### config.mk
export PLATFORM = sky130hd
export DESIGN_NAME = bmp_pixel_fetch_ctrl
export DESIGN_NICKNAME = d
export VERILOG_FILES = /design/src/rtl/bmp_pixel_fetch_ctrl_pkg.sv /design/src/rtl/bmp_pixel_fetch_ctrl_addr_calc.sv /design/src/rtl/bmp_pixel_fetch_ctrl.sv
export SDC_FILE = /design/constraint.sdc
export NUM_CORES = 1
export LEC_CHECK = 0
export ABC_AREA = 0
export CORE_ASPECT_RATIO = 0.9
export CORE_MARGIN = 4
export CORE_UTILIZATION = 35
export DETAILED_ROUTE_END_ITERATION = 8
export PLACE_DENSITY = 0.57
export SLEW_MARGIN = 20
export SYNTH_ARGS = -nofsm -noshare
export SYNTH_HDL_FRONTEND = slang
export SYNTH_SLANG_ARGS = --single-unit
### constraint.sdc
create_clock -name clk -period 4.85 [get_ports clk]
set_input_delay 1.455 -clock clk [delete_from_list [all_inputs] [get_ports clk]]
set_output_delay 1.455 -clock clk [all_outputs]
set_load 0.05 [all_outputs]
### src/rtl/bmp_pixel_fetch_ctrl_pkg.sv
// ============================================================================
// Module   : bmp_pixel_fetch_ctrl_pkg
// Brief    : Shared constants and fetch FSM encoding for the BMP pixel fetcher.
// Revision : 1.0 - initial release
// ============================================================================
`default_nettype none

package bmp_pixel_fetch_ctrl_pkg;

    localparam int BMP_HDR_BYTES = 54;
    localparam int BYTES_PER_PIX = 3;

    // Byte lanes double as the address offset within a pixel triplet.
    localparam int LANE_B = 0;
    localparam int LANE_G = 1;
    localparam int LANE_R = 2;

    typedef enum logic [2:0] {
        ST_IDLE = 3'd0,
        ST_RD0  = 3'd1,
        ST_RD1  = 3'd2,
        ST_RD2  = 3'd3,
        ST_CAP  = 3'd4,
        ST_OUT  = 3'd5
    } fetch_state_e;

endpackage

`default_nettype wire

### src/rtl/bmp_pixel_fetch_ctrl_addr_calc.sv
// ============================================================================
// Module   : bmp_addr_calc
// Brief    : Combinational (x,y) -> BMP byte address of the pixel's B byte,
//            plus an in-range flag. Rows are stored bottom-up.
// Revision : 1.0 - initial release
// ============================================================================
`default_nettype none

module bmp_addr_calc
    import bmp_pixel_fetch_ctrl_pkg::*;
#(
    parameter int IMG_W     = 256,
    parameter int IMG_H     = 192,
    parameter int BF_OFFSET = BMP_HDR_BYTES,
    parameter int ADDR_W    = 18
) (
    input  logic [9:0]        x_i,
    input  logic [8:0]        y_i,
    output logic [ADDR_W-1:0] base_o,
    output logic              in_range_o
);

    localparam int PW = ADDR_W + 2;

    logic [PW-1:0] w_row;
    logic [PW-1:0] w_lin;

    assign w_row  = PW'(IMG_H - 1) - PW'(y_i);
    assign w_lin  = w_row * PW'(IMG_W) + PW'(x_i);
    assign base_o = ADDR_W'(PW'(BF_OFFSET) + w_lin * PW'(BYTES_PER_PIX));

    assign in_range_o = (32'(x_i) < 32'(IMG_W)) && (32'(y_i) < 32'(IMG_H));

endmodule

`default_nettype wire

### src/rtl/bmp_pixel_fetch_ctrl.sv
// ============================================================================
// Module   : bmp_pixel_fetch_ctrl
// Brief    : Turns (x,y) pixel requests into three byte reads of a 24-bit BMP
//            and shares the memory port with a writer under a starvation guard.
//            Optional macro BMP_LAST_PIX_CACHE_EN adds a last-pixel cache.
// Revision : 1.0 - initial release
// ============================================================================
`default_nettype none

module bmp_pixel_fetch_ctrl
    import bmp_pixel_fetch_ctrl_pkg::*;
#(
    parameter int IMG_W      = 256,
    parameter int IMG_H      = 192,
    parameter int BF_OFFSET  = BMP_HDR_BYTES,
    parameter int ADDR_W     = 18,
    parameter int STARVE_MAX = 4
) (
    input  logic              clk,
    input  logic              rst_n,
    input  logic              pix_req_valid,
    output logic              pix_req_ready,
    input  logic [9:0]        pix_x,
    input  logic [8:0]        pix_y,
    output logic              pix_valid,
    input  logic              pix_ready,
    output logic [23:0]       pix_rgb,
    input  logic              wr_valid,
    output logic              wr_ready,
    input  logic [ADDR_W-1:0] wr_addr,
    input  logic [7:0]        wr_data,
    output logic              mem_en,
    output logic              mem_we,
    output logic [ADDR_W-1:0] mem_addr,
    output logic [7:0]        mem_wdata,
    input  logic [7:0]        mem_rdata
);

    localparam int CNT_W = $clog2(STARVE_MAX + 1);

    fetch_state_e      state_q, state_d;
    logic [ADDR_W-1:0] base_q;
    logic [7:0]        b_q, g_q;
    logic [23:0]       rgb_q;
    logic [CNT_W-1:0]  starve_q;

    logic [ADDR_W-1:0] w_base;
    logic              w_in_range;
    logic              w_idle;
    logic              w_starved;
    logic              w_wr_wins;
    logic              w_wr_grant;
    logic              w_pix_ready;
    logic              w_pix_accept;
    logic              w_hit;
    logic [23:0]       w_hit_rgb;

    bmp_addr_calc #(
        .IMG_W     (IMG_W),
        .IMG_H     (IMG_H),
        .BF_OFFSET (BF_OFFSET),
        .ADDR_W    (ADDR_W)
    ) u_addr_calc (
        .x_i        (pix_x),
        .y_i        (pix_y),
        .base_o     (w_base),
        .in_range_o (w_in_range)
    );

    // The write takes the port when no pixel is pending or the pixel side has
    // used up its allowance of consecutive grants.
    assign w_idle       = rst_n && (state_q == ST_IDLE);
    assign w_starved    = (starve_q == CNT_W'(STARVE_MAX));
    assign w_wr_wins    = wr_valid && (!pix_req_valid || w_starved);
    assign w_wr_grant   = w_idle && w_wr_wins;
    assign w_pix_ready  = w_idle && !w_wr_wins;
    assign w_pix_accept = w_pix_ready && pix_req_valid;

`ifdef BMP_LAST_PIX_CACHE_EN
    logic        cache_vld_q;
    logic [9:0]  cache_x_q, req_x_q;
    logic [8:0]  cache_y_q, req_y_q;
    logic [23:0] cache_rgb_q;

    assign w_hit     = cache_vld_q && (cache_x_q == pix_x) && (cache_y_q == pix_y);
    assign w_hit_rgb = cache_rgb_q;

    always_ff @(posedge clk) begin
        if (!rst_n) begin
            cache_vld_q <= 1'b0;
            cache_x_q   <= '0;
            cache_y_q   <= '0;
            cache_rgb_q <= '0;
            req_x_q     <= '0;
            req_y_q     <= '0;
        end else begin
            if (w_wr_grant) begin
                cache_vld_q <= 1'b0;
            end
            if (w_pix_accept) begin
                req_x_q <= pix_x;
                req_y_q <= pix_y;
            end
            if (state_q == ST_CAP) begin
                cache_vld_q <= 1'b1;
                cache_x_q   <= req_x_q;
                cache_y_q   <= req_y_q;
                cache_rgb_q <= {mem_rdata, g_q, b_q};
            end
        end
    end
`else
    assign w_hit     = 1'b0;
    assign w_hit_rgb = '0;
`endif

    always_ff @(posedge clk) begin
        if (!rst_n) begin
            state_q <= ST_IDLE;
        end else begin
            state_q <= state_d;
        end
    end

    always_comb begin
        state_d = state_q;
        case (state_q)
            ST_IDLE: begin
                if (w_pix_accept) begin
                    state_d = (!w_in_range || w_hit) ? ST_OUT : ST_RD0;
                end
            end
            ST_RD0:  state_d = ST_RD1;
            ST_RD1:  state_d = ST_RD2;
            ST_RD2:  state_d = ST_CAP;
            ST_CAP:  state_d = ST_OUT;
            ST_OUT: begin
                if (pix_ready) begin
                    state_d = ST_IDLE;
                end
            end
            default: state_d = ST_IDLE;
        endcase
    end

    always_comb begin
        mem_en        = 1'b0;
        mem_we        = 1'b0;
        mem_addr      = '0;
        mem_wdata     = '0;
        pix_valid     = 1'b0;
        pix_req_ready = w_pix_ready;
        wr_ready      = w_wr_grant;
        if (rst_n) begin
            case (state_q)
                ST_IDLE: begin
                    if (w_wr_grant) begin
                        mem_en    = 1'b1;
                        mem_we    = 1'b1;
                        mem_addr  = wr_addr;
                        mem_wdata = wr_data;
                    end
                end
                ST_RD0: begin
                    mem_en   = 1'b1;
                    mem_addr = base_q + ADDR_W'(LANE_B);
                end
                ST_RD1: begin
                    mem_en   = 1'b1;
                    mem_addr = base_q + ADDR_W'(LANE_G);
                end
                ST_RD2: begin
                    mem_en   = 1'b1;
                    mem_addr = base_q + ADDR_W'(LANE_R);
                end
                ST_OUT:  pix_valid = 1'b1;
                default: ;
            endcase
        end
    end

    // Read data trails the address by one cycle, so each byte is captured in
    // the state after the one that issued it.
    always_ff @(posedge clk) begin
        if (!rst_n) begin
            base_q   <= '0;
            b_q      <= '0;
            g_q      <= '0;
            rgb_q    <= '0;
            starve_q <= '0;
        end else begin
            if (w_pix_accept) begin
                base_q <= w_base;
                if (!w_in_range) begin
                    rgb_q <= '0;
                end else if (w_hit) begin
                    rgb_q <= w_hit_rgb;
                end
            end
            if (state_q == ST_RD1) begin
                b_q <= mem_rdata;
            end
            if (state_q == ST_RD2) begin
                g_q <= mem_rdata;
            end
            if (state_q == ST_CAP) begin
                rgb_q <= {mem_rdata, g_q, b_q};
            end
            if (!wr_valid || w_wr_grant) begin
                starve_q <= '0;
            end else if (w_pix_accept && !w_starved) begin
                starve_q <= starve_q + CNT_W'(1);
            end
        end
    end

    assign pix_rgb = rgb_q;

endmodule

`default_nettype wire
==> flow_metrics.env, run 1 <==
export IMPL_drt_total_wl_um=13200
export IMPL_cellPowerDensity_nw_per_um2=298
export IMPL_cts_buffers=9
export IMPL_setup_violations=0
export IMPL_cp_slowest_cell="clkdlybuf4s50_1"
export IMPL_synth_seq_cells=64
export IMPL_holdCritPathClass="flip-flop to flip-flop"
export IMPL_wl_per_cell_um=15.1
export IMPL_cts_resized_gates=0
export IMPL_p_leak_nw=2.58
export IMPL_tritoncts="built"
export IMPL_grt_usage_pct=17.5
export IMPL_vias_per_cell=5.25
export IMPL_synth_top_area_share_pct=27.9
export IMPL_htreeDepth=3
export IMPL_cp_cell_sequence="clkdlybuf4s50_1, a21boi_2, nand2b_1, nor2_1, buf_4, a22oi_1, a21oi_1, buf_12"
export IMPL_synthArstFlopShare_pct=0
export IMPL_synth_edff_count=0
export IMPL_grt_max_degree=65
export IMPL_cp_start_kind="input pin"
export IMPL_synth_avg_cell_area_um2=7.72
export IMPL_period_minus_slack_ns=4.77
export IMPL_io_pins=113
export IMPL_clk_pin_slew_worst_paths_ns=0.05
export IMPL_synth_area_leader_cell="dfxtp_1"
export IMPL_route_detailed_drc=0
export IMPL_placed_area_um2=6290
export IMPL_crit_path_end_kind="output port"
export IMPL_cts_sinks=64
export IMPL_final_max_slew_viol_count=0
export IMPL_clock_latency_ns=0.33
export IMPL_crit_arrival_ns=3.32
export IMPL_grt_ovfl_total=0
export IMPL_synthTopCellsByCount="nand2_1 (81), dfxtp_1 (64), nor2_1 (39)"
export IMPL_ys_types=57
export IMPL_cts_root_buf="clkbuf_16"
export IMPL_synth_most_common_cell="nand2_1"
export IMPL_worst_pin_slew_ns=0.978
export IMPL_fin_worst_skew_ns=0.00875
export IMPL_maxCapViolCount=0
export IMPL_syn_area_um2=4600
export IMPL_portBuffers=112
export IMPL_syn_inst=596
export IMPL_design_area_um2=6590
export IMPL_n_fill_cell=1230
export IMPL_crit_type="input pin to output port"
export IMPL_max_stage_delay_ns=0.45
export IMPL_grt_pass1_wl_um=21800
export IMPL_hold_viol=0
export IMPL_yosys_warnings=0
export IMPL_rsz0062_at_grt="false"
export IMPL_outcome="complete, no violations"
export IMPL_antenna_cells=0
export IMPL_slew_headroom_pct=34.8
export IMPL_antenna_left=0
export IMPL_row_count=39
export IMPL_required_ns=3.39
export IMPL_yosysSeqAreaShare_pct=27.9
export IMPL_clockBufferDepth=2
export IMPL_num_nets_final=802
export IMPL_cts_setup_buffers=0
export IMPL_irDropWorstVdd_mv=0.177
export IMPL_drt_iter0_drc=343
export IMPL_antenna_found_initial=0
export IMPL_initial_core_util_pct=36.0
export IMPL_areaGrowthSynthToFinish_pct=43.3
export IMPL_cts_hold_buf=0
export IMPL_max_freq_mhz=209
export IMPL_first_pass_iters=5
export IMPL_layout_drive_gt1_share_pct=10.9
export IMPL_critPathMaxFanout=7
export IMPL_die_y_um=117
export IMPL_die_width_um=129
export IMPL_whs_ns=0.457
export IMPL_period_share_pct=98.4
export IMPL_synth_ff_type="dfxtp_1"
export IMPL_synth_area_leaders="dfxtp_1 (28%), ha_1 (9.2%), nand2_1 (6.6%)"
export IMPL_gp_congestion=0.867
export IMPL_dp_hpwl_um=10100
export IMPL_fin_setup_tns_ns=0
export IMPL_syn_nets=690
export IMPL_core_area_um2=12800
export IMPL_die_area_um2=15000
export IMPL_vias=4604
export IMPL_grt_pass1_vias=4442
[through the flow]
step	setup slack [ns]	instances	power [W]	util, %
floorplan	0.0883	596	0.00108	-
global placement	-0.0121	861	0.00134	49.2
detailed placement	-0.0986	861	0.00135	49.2
CTS	0.0953	877	0.00197	51.5
global route	0.00697	877	0.00207	51.6
finish	0.0763	877	0.00197	51.6
[worst paths after layout]
check                                    from            to  slack (ns)  cells after the start
worst min-delay path                   b_q[3]        b_q[3]        0.46                      2
worst max register to register     state_q[0]   pix_rgb[15]        2.26                      8
worst min register to register         b_q[3]        b_q[3]        0.46                      2
worst max-delay path            pix_req_valid  mem_addr[17]        0.08                      8
[flip-flops by register name, summed over array words and instances, names as in the netlist]
signal,flops
b_q,8
base_q,18
g_q,8
pix_rgb,24
starve_q,3
state_q,3
[layout by cell type (no fill, tap or decap), types with 5 or more instances in the layout]
cell / synthesis / final
buf_4: 0 / 21
and3_1: 10 / 10
ha_1: 34 / 34
nor2_1: 39 / 39
o21ai_0: 18 / 18
a222oi_1: 6 / 6
clkdlybuf4s50_1: 0 / 81
a21oi_1: 28 / 27
o21ai_1: 5 / 5
nand4_1: 7 / 7
nand2b_1: 7 / 7
a21o_1: 6 / 6
a22oi_1: 31 / 31
xnor2_1: 21 / 21
a21boi_0: 8 / 8
nor2b_1: 38 / 38
clkbuf_16: 0 / 9
nand2_1: 81 / 81
buf_12: 0 / 32
inv_1: 31 / 31
a21boi_1: 11 / 10
nor3_1: 10 / 10
a31oi_1: 6 / 5
and2_1: 18 / 18
dfxtp_1: 64 / 64
xor2_1: 16 / 16
nand3_1: 13 / 13
[area by class of cell]
cell class / count / area (µm²) / area share (%)
clock inverter: 5 / 38.8 / 0.588
inverter: 31 / 116 / 1.77
tap: 164 / 205 / 3.11
sequential: 64 / 1280 / 19.4
clock buffer: 11 / 253 / 3.83
multi-input combinational: 468 / 3090 / 46.8
timing repair buffer: 134 / 1610 / 24.4
[per-layer routing]
| layer | global-route usage (%) | part of all wire, % |
|---|---|---|
| met1 | 24.0 | 48 |
| met2 | 29.2 | 46 |
| met3 | 2.38 | 5.6 |
| met4 | 4.27 | 0.77 |
| met5 | 0 | 0 |
[cells by family after synthesis]
kind of cell | count (synthesis) | share of synthesized area [%]
muxes | 4 | 0.871
adders and majority gates | 36 | 10.1
and+or+nand+nor | 234 | 25.2
AOI/OAI and AO/OA | 157 | 23.6
xor gates and xnor gates | 37 | 7.05
buffers and inverters | 64 | 5.30
DFF | 64 | 27.9
[worst max-delay path, delay by kind of cell]
kind | cells | cell delay, ns
buffers and inverters | 3 | 0.85
AND/OR/NAND/NOR | 2 | 0.42
AO/OA/AOI/OAI | 3 | 0.59
[power breakdown]
part	internal (W)	switching [W]
registers	0.000564	0.0000606
logic	0.000322	0.000396
clock network	0.000377	0.000247
Power figures use the tool's default switching activity.
==> inputs of run 2 (changes only) <==
Settings changed: CTS_CLUSTER_SIZE from default to 30, GPL_TIMING_DRIVEN from default to 0.
==> run 2 against run 1 <==
Compared with the run above: die area is the same; final cell count up 1.5%; core utilization is 3.0 points lower; combinational power down 2%; clock skew increased by 0.00053 ns; clock power down 5.6%; largest cell class unchanged.
==> flow_metrics.env, run 2 (synthesized netlist as in run 1, its figures left out) <==
export IMPL_antenna_cells=0
export IMPL_layout_drive_gt1_share_pct=9.50
export IMPL_clockBufferDepth=2
export IMPL_r2r_start="starve_q[0]"
export IMPL_power_frac_comb_pct=37.0
export IMPL_p_leak_nw=2.47
export IMPL_final_cell_count_no_fill=890
export IMPL_crit_end="pix_req_ready"
export IMPL_dp_hpwl_um=10900
export IMPL_row_count=39
export IMPL_whs_ns=0.459
export IMPL_htreeDepth=3
export IMPL_final_core_util_pct=48.6
export IMPL_clockPowerShare_pct=31.1
export IMPL_num_nets_final=816
export IMPL_areaGrowthSynthToFinish_pct=35.1
export IMPL_cp_start_kind="input pin"
export IMPL_reg2regPathDepth=9
export IMPL_final_cell_mix="clkdlybuf4s50_1 (82), nand2_1 (80), dfxtp_1 (64), nor2_1 (37), nor2b_1 (37)"
export IMPL_portBuffers=112
export IMPL_grt_pass1_wl_um=22500
export IMPL_cts_sinks=64
export IMPL_crit_arrival_ns=3.37
export IMPL_grt_max_degree=12
export IMPL_final_critical_path_setup_slack_ns=0.0269
export IMPL_grt_pass1_vias=4517
export IMPL_worstHoldStart="b_q[7]"
export IMPL_reg2reg_slack_ns=2.19
export IMPL_outcome="complete, no violations"
export IMPL_period_share_pct=99.4
export IMPL_placed_cells=872
export IMPL_clock_latency_ns=0.33
export IMPL_final_common_cell="clkdlybuf4s50_1"
export IMPL_drt_total_wl_um=14000
export IMPL_p_sw_share_pct=36.9
export IMPL_worst_pin_slew_ns=0.689
export IMPL_route_detailed_drc=0
export IMPL_crit_path_end_kind="output port"
export IMPL_cts_root_buf="clkbuf_16"
export IMPL_startpoint="pix_req_valid"
export IMPL_worstReg2RegEnd="pix_rgb[20]"
export IMPL_antenna_left=0
export IMPL_fin_setup_tns_ns=0
export IMPL_fin_worst_skew_ns=0.00928
export IMPL_drt_iter0_drc=358
export IMPL_wl_per_cell_um=15.8
export IMPL_tritoncts="built"
export IMPL_die_area_um2=15000
export IMPL_p_sw_w=0.000698
export IMPL_die_width_um=129
export IMPL_critPathMaxFanout=4
export IMPL_largest_register_ffs=24
export IMPL_hold_viol=0
export IMPL_antenna_found_initial=0
export IMPL_max_freq_mhz=207
export IMPL_seq_power_share_pct=31.8
export IMPL_gp_congestion=0.928
export IMPL_grt_usage_pct=18.3
export IMPL_io_pins=113
export IMPL_final_max_slew_viol_count=0
export IMPL_core_area_um2=12800
export IMPL_initial_core_util_pct=36.0
export IMPL_grt_ovfl_total=0
export IMPL_irDropWorstVdd_mv=0.164
export IMPL_cellPowerDensity_nw_per_um2=305
export IMPL_setup_violations=0
export IMPL_first_pass_iters=5
export IMPL_required_ns=3.39
export IMPL_slew_headroom_pct=53.9
export IMPL_vias=4687
export IMPL_internal_power_w=0.00119
export IMPL_holdCritPathClass="flip-flop to flip-flop"
export IMPL_die_y_um=117
export IMPL_cts_hold_buf=0
export IMPL_vias_per_cell=5.27
export IMPL_pre_cts_ws_ns=-1.29
export IMPL_clk_pin_slew_worst_paths_ns=0.05
export IMPL_maxCapViolCount=0
export IMPL_cts_buffers=9
export IMPL_crit_type="input pin to output port"
export IMPL_period_minus_slack_ns=4.82
run 2: through the flow:
step | power, W | instance area [µm²]
global route | 0.00200 | 6210
detailed placement | 0.00130 | 5930
finish | 0.00189 | 6210
floorplan | 0.00108 | 4600
CTS | 0.00189 | 6230
global placement | 0.00129 | 5930
run 2: per-layer routing:
metal  global-route usage (%)  vias to the layer above  routed length, µm
met5                        0                        -                  0
met4                     3.57                        0                119
met3                     2.93                        9                834
met2                     30.7                      134               6460
li1                         -                     2358                  -
met1                     25.1                     2186               6600
run 2: how the worst min path moves through the flow:
stage	to	slack, ns	depth (start not counted)
after global routing	b_q[1]	0.48	2
after CTS	b_q[6]	0.46	2
after detailed placement	b_q[6]	0.45	2
after global placement	b_q[2]	0.45	2
final	b_q[7]	0.46	2
after floorplan	b_q[0]	0.44	2
run 2: worst max-delay path, cell delays in order:
cell and delay (ns):
clkdlybuf4s50_1 0.51, a21boi_1 0.33, nor2b_1 0.15, nor2_1 0.13, clkdlybuf4s50_1 0.81
run 2: cell type report:
cell class              instances  area [µm²]
fillers                      1314        6570
flip-flops and latches         64        1280
clock buffers                  10         239
multi-input cells             468        3150
inverters                      31         116
clock inverters                 5        33.8
plain buffers                  33         143
repair buffers                115        1040
well taps                     164         205
run 2: power by group through the flow:
stage                     logic (W)  registers (W)  clock network (W)
after global placement     0.000681       0.000611                  0
after floorplan            0.000462       0.000618                  0
after detailed placement   0.000690       0.000612                  0
final                      0.000701       0.000603           0.000589
after global routing       0.000775       0.000608           0.000619
after CTS                  0.000696       0.000601           0.000597
run 2: repair_timing:
item / in CTS / in global routing
setup buffers: 0 / 3
pin swaps: 1 / 2
endpoints found under the setup margin: 32 / 32
resized for setup: 114 / 49
